[src/rtl/dcache_wb_pkg.sv]
// Shared definitions for the write-back data cache: FSM state encodings and
// a constant-evaluable ceil(log2) used to derive address field widths.
package dcache_wb_pkg;

   localparam logic [2:0] ST_IDLE   = 3'd0;
   localparam logic [2:0] ST_LOOKUP = 3'd1;
   localparam logic [2:0] ST_WB     = 3'd2;
   localparam logic [2:0] ST_FILL   = 3'd3;
   localparam logic [2:0] ST_DONE   = 3'd4;

   function automatic int clog2(input int value);
      int result;
      result = 0;
      while ((1 << result) < value) begin
         result = result + 1;
      end
      return result;
   endfunction

endpackage

[src/rtl/dcache_wb_if.sv]
// CPU request/response port plus line-wide memory handshake of the data cache.
// slave = cache view, master = CPU + memory environment view.
interface dcache_wb_if #(
   parameter int ADDR_BITS = 32,
   parameter int DATA_BITS = 32,
   parameter int LINE_SIZE = 128
);
   logic                 req_valid;
   logic                 req_we;
   logic [ADDR_BITS-1:0] req_addr;
   logic [DATA_BITS-1:0] req_wdata;
   logic                 req_ready;
   logic                 rsp_valid;
   logic [DATA_BITS-1:0] rsp_rdata;
   logic                 mem_req;
   logic                 mem_we;
   logic [ADDR_BITS-1:0] mem_addr;
   logic [LINE_SIZE-1:0] mem_wline;
   logic                 mem_ack;
   logic [LINE_SIZE-1:0] mem_rline;

   modport slave (
      input  req_valid, req_we, req_addr, req_wdata, mem_ack, mem_rline,
      output req_ready, rsp_valid, rsp_rdata, mem_req, mem_we, mem_addr, mem_wline
   );

   modport master (
      output req_valid, req_we, req_addr, req_wdata, mem_ack, mem_rline,
      input  req_ready, rsp_valid, rsp_rdata, mem_req, mem_we, mem_addr, mem_wline
   );
endinterface

[src/rtl/dcache_wb_data_array.sv]
// Line storage: combinational read port, write port that installs a full line
// and/or merges a single word (both at once for a write-allocate fill).
module dcache_wb_data_array #(
   parameter int LINES     = 4,
   parameter int LINE_SIZE = 128,
   parameter int DATA_BITS = 32,
   parameter int IDX_BITS  = 2,
   parameter int WOFF_BITS = 2
) (
   input  logic                 clk,
   input  logic [IDX_BITS-1:0]  rd_idx,
   output logic [LINE_SIZE-1:0] rd_line,
   input  logic                 wr_en,
   input  logic                 wr_full,
   input  logic                 wr_word_en,
   input  logic [IDX_BITS-1:0]  wr_idx,
   input  logic [WOFF_BITS-1:0] wr_woff,
   input  logic [LINE_SIZE-1:0] wr_line,
   input  logic [DATA_BITS-1:0] wr_word
);
   logic [LINE_SIZE-1:0] lines_r [LINES];
   logic [LINE_SIZE-1:0] base_line_s;
   logic [LINE_SIZE-1:0] next_line_s;

   assign rd_line = lines_r[rd_idx];

   // Merged line: new fill data or current contents, with the word overlay on top.
   always_comb begin
      base_line_s = wr_full ? wr_line : lines_r[wr_idx];
      next_line_s = base_line_s;
      if (wr_word_en) begin
         next_line_s[wr_woff*DATA_BITS +: DATA_BITS] = wr_word;
      end else begin
         next_line_s = base_line_s;
      end
   end

   // Contents are intentionally not reset; valid bits in the tag store guard them.
   always_ff @(posedge clk) begin
      if (wr_en) begin
         lines_r[wr_idx] <= next_line_s;
      end
   end
endmodule

[src/rtl/dcache_wb.sv]
// Direct-mapped, write-back, write-allocate data cache with an evict/fill FSM
// driving a line-wide memory handshake. One outstanding request at a time.
module dcache_wb
   import dcache_wb_pkg::*;
#(
   parameter int ADDR_BITS = 32,
   parameter int DATA_BITS = 32,
   parameter int LINES     = 4,
   parameter int LINE_SIZE = 128
) (
   input  logic       clk,
   input  logic       rst,
   dcache_wb_if.slave bus
);
   localparam int WORDS = LINE_SIZE / DATA_BITS;
   localparam int OFF_B = clog2(DATA_BITS / 8);
   localparam int OFF_W = clog2(WORDS);
   localparam int IDX   = clog2(LINES);
   localparam int TAG   = ADDR_BITS - IDX - OFF_W - OFF_B;
   localparam int LOW   = OFF_W + OFF_B;

   logic [2:0]           state_r;
   logic                 req_we_r;
   logic [TAG-1:0]       req_tag_r;
   logic [IDX-1:0]       req_idx_r;
   logic [OFF_W-1:0]     req_woff_r;
   logic [DATA_BITS-1:0] req_wdata_r;
   logic [TAG-1:0]       tags_r [LINES];
   logic [LINES-1:0]     valid_r;
   logic [LINES-1:0]     dirty_r;

   logic                 accept_s;
   logic                 hit_s;
   logic                 fill_done_s;
   logic                 wr_en_s;
   logic [LINE_SIZE-1:0] rd_line_s;
   logic [DATA_BITS-1:0] rd_word_s;
   logic [DATA_BITS-1:0] fill_word_s;

   assign accept_s    = bus.req_valid && bus.req_ready;
   assign hit_s       = valid_r[req_idx_r] && (tags_r[req_idx_r] == req_tag_r);
   assign fill_done_s = (state_r == ST_FILL) && bus.mem_req && bus.mem_ack;
   assign wr_en_s     = fill_done_s || ((state_r == ST_LOOKUP) && hit_s && req_we_r);
   assign rd_word_s   = rd_line_s[req_woff_r*DATA_BITS +: DATA_BITS];
   assign fill_word_s = bus.mem_rline[req_woff_r*DATA_BITS +: DATA_BITS];

   dcache_wb_data_array #(
      .LINES     (LINES),
      .LINE_SIZE (LINE_SIZE),
      .DATA_BITS (DATA_BITS),
      .IDX_BITS  (IDX),
      .WOFF_BITS (OFF_W)
   ) u_data (
      .clk        (clk),
      .rd_idx     (req_idx_r),
      .rd_line    (rd_line_s),
      .wr_en      (wr_en_s),
      .wr_full    (fill_done_s),
      .wr_word_en (req_we_r),
      .wr_idx     (req_idx_r),
      .wr_woff    (req_woff_r),
      .wr_line    (bus.mem_rline),
      .wr_word    (req_wdata_r)
   );

   // Tags only matter once the matching valid bit is set, so they carry no reset.
   always_ff @(posedge clk) begin
      if (fill_done_s) begin
         tags_r[req_idx_r] <= req_tag_r;
      end
   end

   // Control FSM; every CPU- and memory-facing output is registered here.
   always_ff @(posedge clk or posedge rst) begin
      if (rst) begin
         state_r       <= ST_IDLE;
         valid_r       <= '0;
         dirty_r       <= '0;
         req_we_r      <= 1'b0;
         req_tag_r     <= '0;
         req_idx_r     <= '0;
         req_woff_r    <= '0;
         req_wdata_r   <= '0;
         bus.req_ready <= 1'b1;
         bus.rsp_valid <= 1'b0;
         bus.rsp_rdata <= '0;
         bus.mem_req   <= 1'b0;
         bus.mem_we    <= 1'b0;
         bus.mem_addr  <= '0;
         bus.mem_wline <= '0;
      end else begin
         bus.rsp_valid <= 1'b0;
         case (state_r)
            ST_IDLE: begin
               if (accept_s) begin
                  state_r       <= ST_LOOKUP;
                  bus.req_ready <= 1'b0;
                  req_we_r      <= bus.req_we;
                  req_tag_r     <= bus.req_addr[ADDR_BITS-1 -: TAG];
                  req_idx_r     <= bus.req_addr[LOW +: IDX];
                  req_woff_r    <= bus.req_addr[OFF_B +: OFF_W];
                  req_wdata_r   <= bus.req_wdata;
               end
            end
            ST_LOOKUP: begin
               if (hit_s) begin
                  state_r       <= ST_IDLE;
                  bus.req_ready <= 1'b1;
                  bus.rsp_valid <= 1'b1;
                  bus.rsp_rdata <= req_we_r ? '0 : rd_word_s;
                  if (req_we_r) begin
                     dirty_r[req_idx_r] <= 1'b1;
                  end
               end else if (valid_r[req_idx_r] && dirty_r[req_idx_r]) begin
                  state_r       <= ST_WB;
                  bus.mem_req   <= 1'b1;
                  bus.mem_we    <= 1'b1;
                  bus.mem_addr  <= {tags_r[req_idx_r], req_idx_r, {LOW{1'b0}}};
                  bus.mem_wline <= rd_line_s;
               end else begin
                  state_r      <= ST_FILL;
                  bus.mem_req  <= 1'b1;
                  bus.mem_we   <= 1'b0;
                  bus.mem_addr <= {req_tag_r, req_idx_r, {LOW{1'b0}}};
               end
            end
            ST_WB: begin
               if (bus.mem_ack) begin
                  state_r            <= ST_FILL;
                  bus.mem_req        <= 1'b0;
                  dirty_r[req_idx_r] <= 1'b0;
               end
            end
            ST_FILL: begin
               // After a write-back, mem_req idles for one cycle before the fill is issued.
               if (!bus.mem_req) begin
                  bus.mem_req  <= 1'b1;
                  bus.mem_we   <= 1'b0;
                  bus.mem_addr <= {req_tag_r, req_idx_r, {LOW{1'b0}}};
               end else if (bus.mem_ack) begin
                  state_r            <= ST_DONE;
                  bus.mem_req        <= 1'b0;
                  valid_r[req_idx_r] <= 1'b1;
                  dirty_r[req_idx_r] <= req_we_r;
                  bus.rsp_valid      <= 1'b1;
                  bus.rsp_rdata      <= req_we_r ? '0 : fill_word_s;
               end
            end
            ST_DONE: begin
               state_r       <= ST_IDLE;
               bus.req_ready <= 1'b1;
            end
            default: begin
               state_r       <= ST_IDLE;
               bus.req_ready <= 1'b1;
               bus.mem_req   <= 1'b0;
            end
         endcase
      end
   end
endmodule

[src/flat_wrapper.sv]
// flat-port wrapper written by rule: the top's interface ports become plain ports
module dcache_wb_flat import dcache_wb_pkg::*;
#(
   parameter int ADDR_BITS = 32,
   parameter int DATA_BITS = 32,
   parameter int LINES     = 4,
   parameter int LINE_SIZE = 128
)
  (clk, rst, bus_req_valid, bus_req_we, bus_req_addr, bus_req_wdata, bus_mem_ack, bus_mem_rline, bus_req_ready, bus_rsp_valid, bus_rsp_rdata, bus_mem_req, bus_mem_we, bus_mem_addr, bus_mem_wline);
  dcache_wb_if #(.ADDR_BITS(ADDR_BITS), .DATA_BITS(DATA_BITS), .LINE_SIZE(LINE_SIZE)) bus_i ();
  input  logic clk;
  input  logic rst;
  input wire logic [$bits(bus_i.req_valid)-1:0] bus_req_valid;
  input wire logic [$bits(bus_i.req_we)-1:0] bus_req_we;
  input wire logic [$bits(bus_i.req_addr)-1:0] bus_req_addr;
  input wire logic [$bits(bus_i.req_wdata)-1:0] bus_req_wdata;
  input wire logic [$bits(bus_i.mem_ack)-1:0] bus_mem_ack;
  input wire logic [$bits(bus_i.mem_rline)-1:0] bus_mem_rline;
  output wire logic [$bits(bus_i.req_ready)-1:0] bus_req_ready;
  output wire logic [$bits(bus_i.rsp_valid)-1:0] bus_rsp_valid;
  output wire logic [$bits(bus_i.rsp_rdata)-1:0] bus_rsp_rdata;
  output wire logic [$bits(bus_i.mem_req)-1:0] bus_mem_req;
  output wire logic [$bits(bus_i.mem_we)-1:0] bus_mem_we;
  output wire logic [$bits(bus_i.mem_addr)-1:0] bus_mem_addr;
  output wire logic [$bits(bus_i.mem_wline)-1:0] bus_mem_wline;
  assign bus_i.req_valid = bus_req_valid;
  assign bus_i.req_we = bus_req_we;
  assign bus_i.req_addr = bus_req_addr;
  assign bus_i.req_wdata = bus_req_wdata;
  assign bus_i.mem_ack = bus_mem_ack;
  assign bus_i.mem_rline = bus_mem_rline;
  assign bus_req_ready = bus_i.req_ready;
  assign bus_rsp_valid = bus_i.rsp_valid;
  assign bus_rsp_rdata = bus_i.rsp_rdata;
  assign bus_mem_req = bus_i.mem_req;
  assign bus_mem_we = bus_i.mem_we;
  assign bus_mem_addr = bus_i.mem_addr;
  assign bus_mem_wline = bus_i.mem_wline;
  dcache_wb #(.ADDR_BITS(ADDR_BITS), .DATA_BITS(DATA_BITS), .LINES(LINES), .LINE_SIZE(LINE_SIZE)) u_core (.clk(clk), .rst(rst), .bus(bus_i));
endmodule
[config.mk]
export PLATFORM = sky130hd
export DESIGN_NAME = dcache_wb_flat
export DESIGN_NICKNAME = d
export VERILOG_FILES = /design/src/rtl/dcache_wb_pkg.sv /design/src/rtl/dcache_wb_if.sv /design/src/rtl/dcache_wb_data_array.sv /design/src/rtl/dcache_wb.sv /design/src/flat_wrapper.sv
export SDC_FILE = /design/constraint.sdc
export NUM_CORES = 1
export LEC_CHECK = 0
export ABC_CLOCK_PERIOD_IN_PS = 19600
export CAP_MARGIN = 10
export CORE_MARGIN = 2
export CORE_UTILIZATION = 35
export CTS_CLUSTER_SIZE = 28
export DETAILED_ROUTE_END_ITERATION = 8
export MAX_ROUTING_LAYER = met4
export SYNTH_ARGS = -nofsm -noshare
export SYNTH_HDL_FRONTEND = slang
export SYNTH_SLANG_ARGS = --single-unit
export TNS_END_PERCENT = 50
[constraint.sdc]
create_clock -name clk -period 19.6 [get_ports clk]
set_clock_uncertainty 0.2 [all_clocks]
set_input_delay 3.92 -clock clk [delete_from_list [all_inputs] [get_ports clk]]
set_output_delay 3.92 -clock clk [all_outputs]
set_load 0.02 [all_outputs]
==> flow_summary.json <==
{
  "slew-limit-headroom_pct": 14.0,
  "synth-main-ff-cell": "edfxtp_1",
  "grt_max_degree": 147,
  "p_leak_nw": 18.3,
  "cts_resized": 0,
  "initial_core_util_pct": 35.4,
  "path_max_fanout": 60,
  "peakVddDrop_mv": 0.116,
  "synth_most_common_cell": "edfxtp_1",
  "setup_viol": 0,
  "yosys.cell_types.count": 61,
  "run_status": "finished, final reports clean",
  "firstDrtPassIters": 6,
  "synthArstFlopShare_pct": 30.2,
  "netlist.area_leader.share_pct": 44.8,
  "core_um2": 117000,
  "die_h_um": 347,
  "fp.dieW_um": 347,
  "grt_pass1_wl_um": 186000,
  "grt_use_met2_pct": 33.4,
  "worstSetupPathType": "reg2reg",
  "fmax_mhz": 134,
  "fp.dieArea_um2": 121000,
  "synth_area_leaders": "edfxtp_1, dfrtp_1, mux4_2, mux2i_1, mux2_1",
  "grt_pass1_vias": 26800,
  "dr.first_iter.drc_count": 2670,
  "place_congestion": 0.819,
  "postRouteAntennaNets": 0,
  "crit_family": "simple AND/OR/NAND/NOR gates",
  "ys_seq_area_share_pct": 61.0,
  "crit_top_cell": "buf_4",
  "fin_setup_tns_ns": 0,
  "grt_busiest_layer": "met2",
  "hold_path.class": "reg2reg",
  "antenna_found_initial": 10,
  "cp.arrival_ns": 7.58,
  "grt_setup_unrepaired": "false",
  "cp-end-kind": "flip-flop",
  "max_stage_delay_ns": 1.10,
  "postSynthCellCount": 2554,
  "via_count": 25600,
  "crit_slowest_cell": "a21oi_4",
  "yosysTopAreaCell": "edfxtp_1",
  "p_per_area_nw_per_um2": 168,
  "vias_per_cell": 5.66,
  "drv_cap": 0,
  "post-route-cell-area_um2": 49900,
  "timing.critical_path.buf_inv": 2,
  "wl_um": 127000,
  "grt_util_all_layers_pct": 21.5,
  "num_io_pins": 393,
  "numCtsBuffers": 98,
  "cts_sinks": 882,
  "htree_levels": 3,
  "max_slew.worst_pin.slew_ns": 1.29,
  "start_kind": "flip-flop",
  "grt_remaining_overflow": 0,
  "syn2layout_area_growth_pct": 21.0,
  "io_buffers": 386,
  "yosysWarnings": 0,
  "cp.required_ns": 19.70,
  "slew_viol_final": 0,
  "crit_chain": "buf_4 > mux4_2 > xnor2_1 > nand2_1 > or3_1 > nor4b_1 > nand4_1 > a21oi_4 > buf_4",
  "hold_viol": 0,
  "syn-cell-area_um2": 41300,
  "nNetsFinal": 3099,
  "synth_commonest_cells": "edfxtp_1, mux2i_1, dfrtp_1",
  "grtUsageMet3_pct": 4.54,
  "cts_tree": "built",
  "synth-seq-cells": 882,
  "rows": 125,
  "place_hpwl_um": 77400,
  "avgSynthCellArea_um2": 16.2,
  "cts_hold_buf": 0,
  "post_drt_wl_per_cell_um": 28.2,
  "synth_edf_count": 616,
  "clockBufferDepth": 3,
  "gr-usage-met1_pct": 28.3,
  "post_cts_buffers": 0,
  "placed_area_um2": 46700,
  "fin_crit_ns": 7.49,
  "drive_above_1_share_pct": 19.8,
  "clockRootBuffer": "clkbuf_16",
  "min_period_over_period_pct": 38.2,
  "drc": 0,
  "cts.clk_slew.worst_paths_ns": 0.06,
  "clk_latency_ns": 0.69
}
power by group:
group          internal [mW]  switching, mW
clock                   1.06          0.777
combinational           1.53           1.98
sequential              2.68          0.365
worst register-to-register path: stages (launching register included):
cell     delay, ns
dfrtp_4       0.97
buf_4         0.88
mux4_2        0.67
xnor2_1       0.27
nand2_1       0.08
or3_1         0.41
nor4b_1       0.79
nand4_1       0.72
a21oi_4       1.11
buf_4         0.90
cells in the final DEF (no fill, tap or decap), drive strengths merged, types with 33 or more instances in the layout:
master | netlist | routed
edfxtp | 616 | 616
clkdlybuf4s50 | 0 | 386
mux2i | 280 | 280
mux2 | 270 | 270
dfrtp | 265 | 265
mux4 | 244 | 244
nand2 | 152 | 152
o21ai | 142 | 142
clkbuf | 117 | 129
nor2 | 89 | 89
buf | 77 | 48
a21oi | 44 | 44
clkinv | 0 | 39
a211oi | 36 | 36
a221oi | 33 | 33
a22oi | 33 | 33
per-stage QoR:
| stage | setup slack, ns | hold slack, ns | instances | total power, mW | util [%] |
|---|---|---|---|---|---|
| after CTS | 12.05 | 0.268 | 4504 | 8.45 | 42.8 |
| final | 12.11 | 0.274 | 4515 | 8.39 | 42.8 |
| after global placement | 11.91 | 0.246 | 4321 | 6.50 | 40.1 |
| after floorplan | 7.99 | 0.234 | 2557 | 5.26 | - |
| after global routing | 11.71 | 0.293 | 4513 | 8.80 | 42.8 |
| after detailed placement | 11.83 | 0.252 | 4321 | 6.59 | 40.1 |
final timing paths:
path                                            startpoint                                endpoint  slack (ns)  cells past startpoint
max                        u_core.req_idx_r[0]$_DFFE_PP0P_  u_core.u_data.lines_r[2][79]$_DFFE_PP_       12.11                      9
min                          u_core.valid_r[1]$_DFFE_PP0P_           u_core.valid_r[1]$_DFFE_PP0P_        0.27                      1
max reg2reg                u_core.req_idx_r[0]$_DFFE_PP0P_  u_core.u_data.lines_r[2][79]$_DFFE_PP_       12.11                      9
min reg2reg                  u_core.valid_r[1]$_DFFE_PP0P_           u_core.valid_r[1]$_DFFE_PP0P_        0.27                      1
max in group asynchronous                              rst        u_core.req_woff_r[0]$_DFFE_PP0P_       13.53                      4
min in group asynchronous                              rst         u_core.req_tag_r[8]$_DFFE_PP0P_        3.61                      2
routing by layer:
| layer | share of wire, % | up-vias | routed length [um] |
|---|---|---|---|
| met5 | 0 | - | 0 |
| met4 | 2.8 | 0 | 3600 |
| met3 | 7.3 | 208 | 9330 |
| met2 | 47 | 1036 | 60100 |
| met1 | 43 | 13500 | 54200 |
| li1 | - | 10900 | - |
cell families after synthesis:
kind of cell | after synthesis | synth area share [%]
buffers and inverters | 207 | 2.32
adder cells (fa/ha/maj) | 5 | 0.152
multiplexers | 794 | 27.5
other | 1 | 0.00909
AND/OR/NAND/NOR | 298 | 3.08
XOR/XNOR | 20 | 0.425
flip-flops | 882 | 61.0
AO/OA/AOI/OAI | 347 | 5.55
sequential cells by signal (all words and copies together) (netlist names), 2 cells and up:
register and flops:
u_core.dirty_r 4, u_core.bus.mem_wline 128, u_core.req_idx_r 2, u_core.req_tag_r 26
u_core.bus.rsp_rdata 32, u_core.req_wdata_r 32, u_core.state_r 3, u_core.tags_r 104
u_core.bus.mem_addr 28, u_core.u_data.lines_r 512, u_core.valid_r 4, u_core.req_woff_r 2
area by class of cell:
class,count,area (um2)
Tap cell,1524,1910
Timing Repair Buffer,434,4250
Antenna cell,11,27.5
Clock inverter,54,517
Sequential cell,882,25200
Multi-Input combinational cell,1468,15300
Fill cell,10300,66600
Clock buffer,129,2710
Inverter,13,57.6
No activity file was read; power rests on OpenSTA's default activity.
==> RTL edit (same flow settings) <==
Make the reset (`rst`) synchronous in one clocked block.
--- a/src/rtl/dcache_wb.sv
+++ b/src/rtl/dcache_wb.sv
@@ -71,7 +71,7 @@
    end
 
    // Control FSM; every CPU- and memory-facing output is registered here.
-   always_ff @(posedge clk or posedge rst) begin
+   always_ff @(posedge clk) begin
       if (rst) begin
          state_r       <= ST_IDLE;
          valid_r       <= '0;
Check against the original RTL: differs if rst is asserted again (counterexample within 4 cycles, from zero or initial values and one cycle with rst high); with rst held inactive, the same outputs for 4 cycles.
==> RTL edit against the unedited design <==
- register-to-register slack better by 0.80 ns
- final area down 7.2%
- worst setup slack better by 0.19 ns
- global-route usage increased by 0.77 points
- wire length down 4.3%
- fmax is 2.5% higher
- sequential cell count up 2
- via count down 0.72%
- synthesized area down 8.3%
- die area shrank 8.3%
- critical path type is now in -> reg
- largest cell class unchanged
Power is not compared: it rests on default switching activity, and its combinational part moved more than twofold at a synthesized area within 25%.
==> RTL edit: results (changes against the unedited design) <==
- Clock power frac: 42.4%
- Crit-path max cell delay: 0.85 ns (-0.25 ns)
- Met3 WL: 9580 um (+2.6%)
- Fraction of layout cells with a size suffix above 1: 15.6% (-4.2 points)
- Non-clk invs: 9 (-4)
- Largest net degree at the start of global routing: 133 (-9.5%)
- Post-DP HPWL: 73600 um (-4.8%)
- Endpoint, Worst Hold: u_core.bus.mem_wline[4]
- FF+latch count: 884 (+0.23%)
- Met1 Use GR: 30.2% (+1.8 points)
- Vias in the first global route: 25354 (-5.3%)
- Slowest CP cell: buf_4
- Worst Tran Pin Value: 1.17 ns (-0.124 ns)
- Fraction of area in multi-input gates: 28.2% (-2.4 points)
- Worst R2R End: u_core.u_data.lines_r[3][56]
- Sequential area share after synthesis: 63.1% (+2.1 points)
- Antenna cells: 8 (-3)
- Placement Cell Area: 43000 um^2 (-7.8%)
- Multi-In Gates: 1580 (+7.6%)
- Leak pwr: 15.3 nW
- Syn Area/Cell: 14.0 um^2 (-13%)
- Status: completed
- Leading cell types by count after synthesis: edfxtp_1, o21ai_0, nand2_1
- Synth area leaders: edfxtp_1, dfxtp_1, mux4_2
- Met2 WL post-DR: 56600 um (-5.9%)
- Layout non-clock buf frac: 9.23% (+0.72 points)
- Clock buffer count: 121 (-6.2%)
- Ys async rst share: 0% (-30 points)
- GPL Wtd Cong: 0.845 (+3.2%)
- Iteration-0 DRC count of the detailed router: 2847 (+6.6%)
- Hold_ws: 0.274 ns (+0.000206 ns)
- Met1 WL: 52500 um (-3.2%)
- Yosys cell types: 64 (+4.9%)
- First-pass GRT wire length: 177000 um (-4.8%)
- Num CTS Buffers: 94 (-4.1%)
- ClkCell Share: 7.09% (+0.62 points)
- Nets: 3208 (+3.5%)
- Layout Cells excl Fill: 4499 (-0.35%)
- Hold path cells: 2 (+1)
- Register area: 23900 um^2 (-5.1%)
- Hold Startpoint: u_core.bus.mem_wline[4]
- Met2 usage: 33.9% (+0.54 points)
- Nonclk buf count: 437 (+0.69%)
- Placed insts: 4313 (-0.19%)
- Fill count: 9699 (-5.9%)
- Sequential cell area share: 51.5% (+1.1 points)
- Met3 Use GR: 4.19% (-0.35 points)
- Post-DR vias/cell: 5.64 (-0.37%)
- Total iterations of the first detailed-routing run: 5 (-1)
- Critical Path AT: 7.51 ns (-0.07 ns)
- Crit-path max FO: 53 (-12%)
- Total Wirelength: 122000 um (-4.3%)
[RTL edit: how the worst max path moves through the flow]
stage                                    endpoint  slack, ns  depth (start not counted)
global placement     u_core.u_data.lines_r[0][21]      11.68                          7
floorplan             u_core.u_data.lines_r[2][0]      11.69                          3
finish              u_core.u_data.lines_r[2][115]      12.30                          7
global route         u_core.u_data.lines_r[0][21]      12.11                          7
CTS                 u_core.u_data.lines_r[2][115]      12.36                          7
detailed placement  u_core.u_data.lines_r[2][115]      11.63                          7
[RTL edit: cells by family (layout without fill, tap and decap cells)]
logic type,count (synthesis),count (layout),share of synthesized area (%)
xor gates and xnor gates,17,17,0.394
muxes,425,425,18.5
AOI/OAI and AO/OA,604,604,8.69
other,1,12,0.00992
adders and majority gates,5,5,0.165
and+or+nand+nor,525,525,6.43
DFF,884,884,63.1
buffers and inverters,237,624,2.64
[RTL edit: worst min-delay path, cell delays in order, from the launching register on]
cell	delay (ns)
dfxtp_1	0.30
o21ai_0	0.06
a21oi_1	0.06
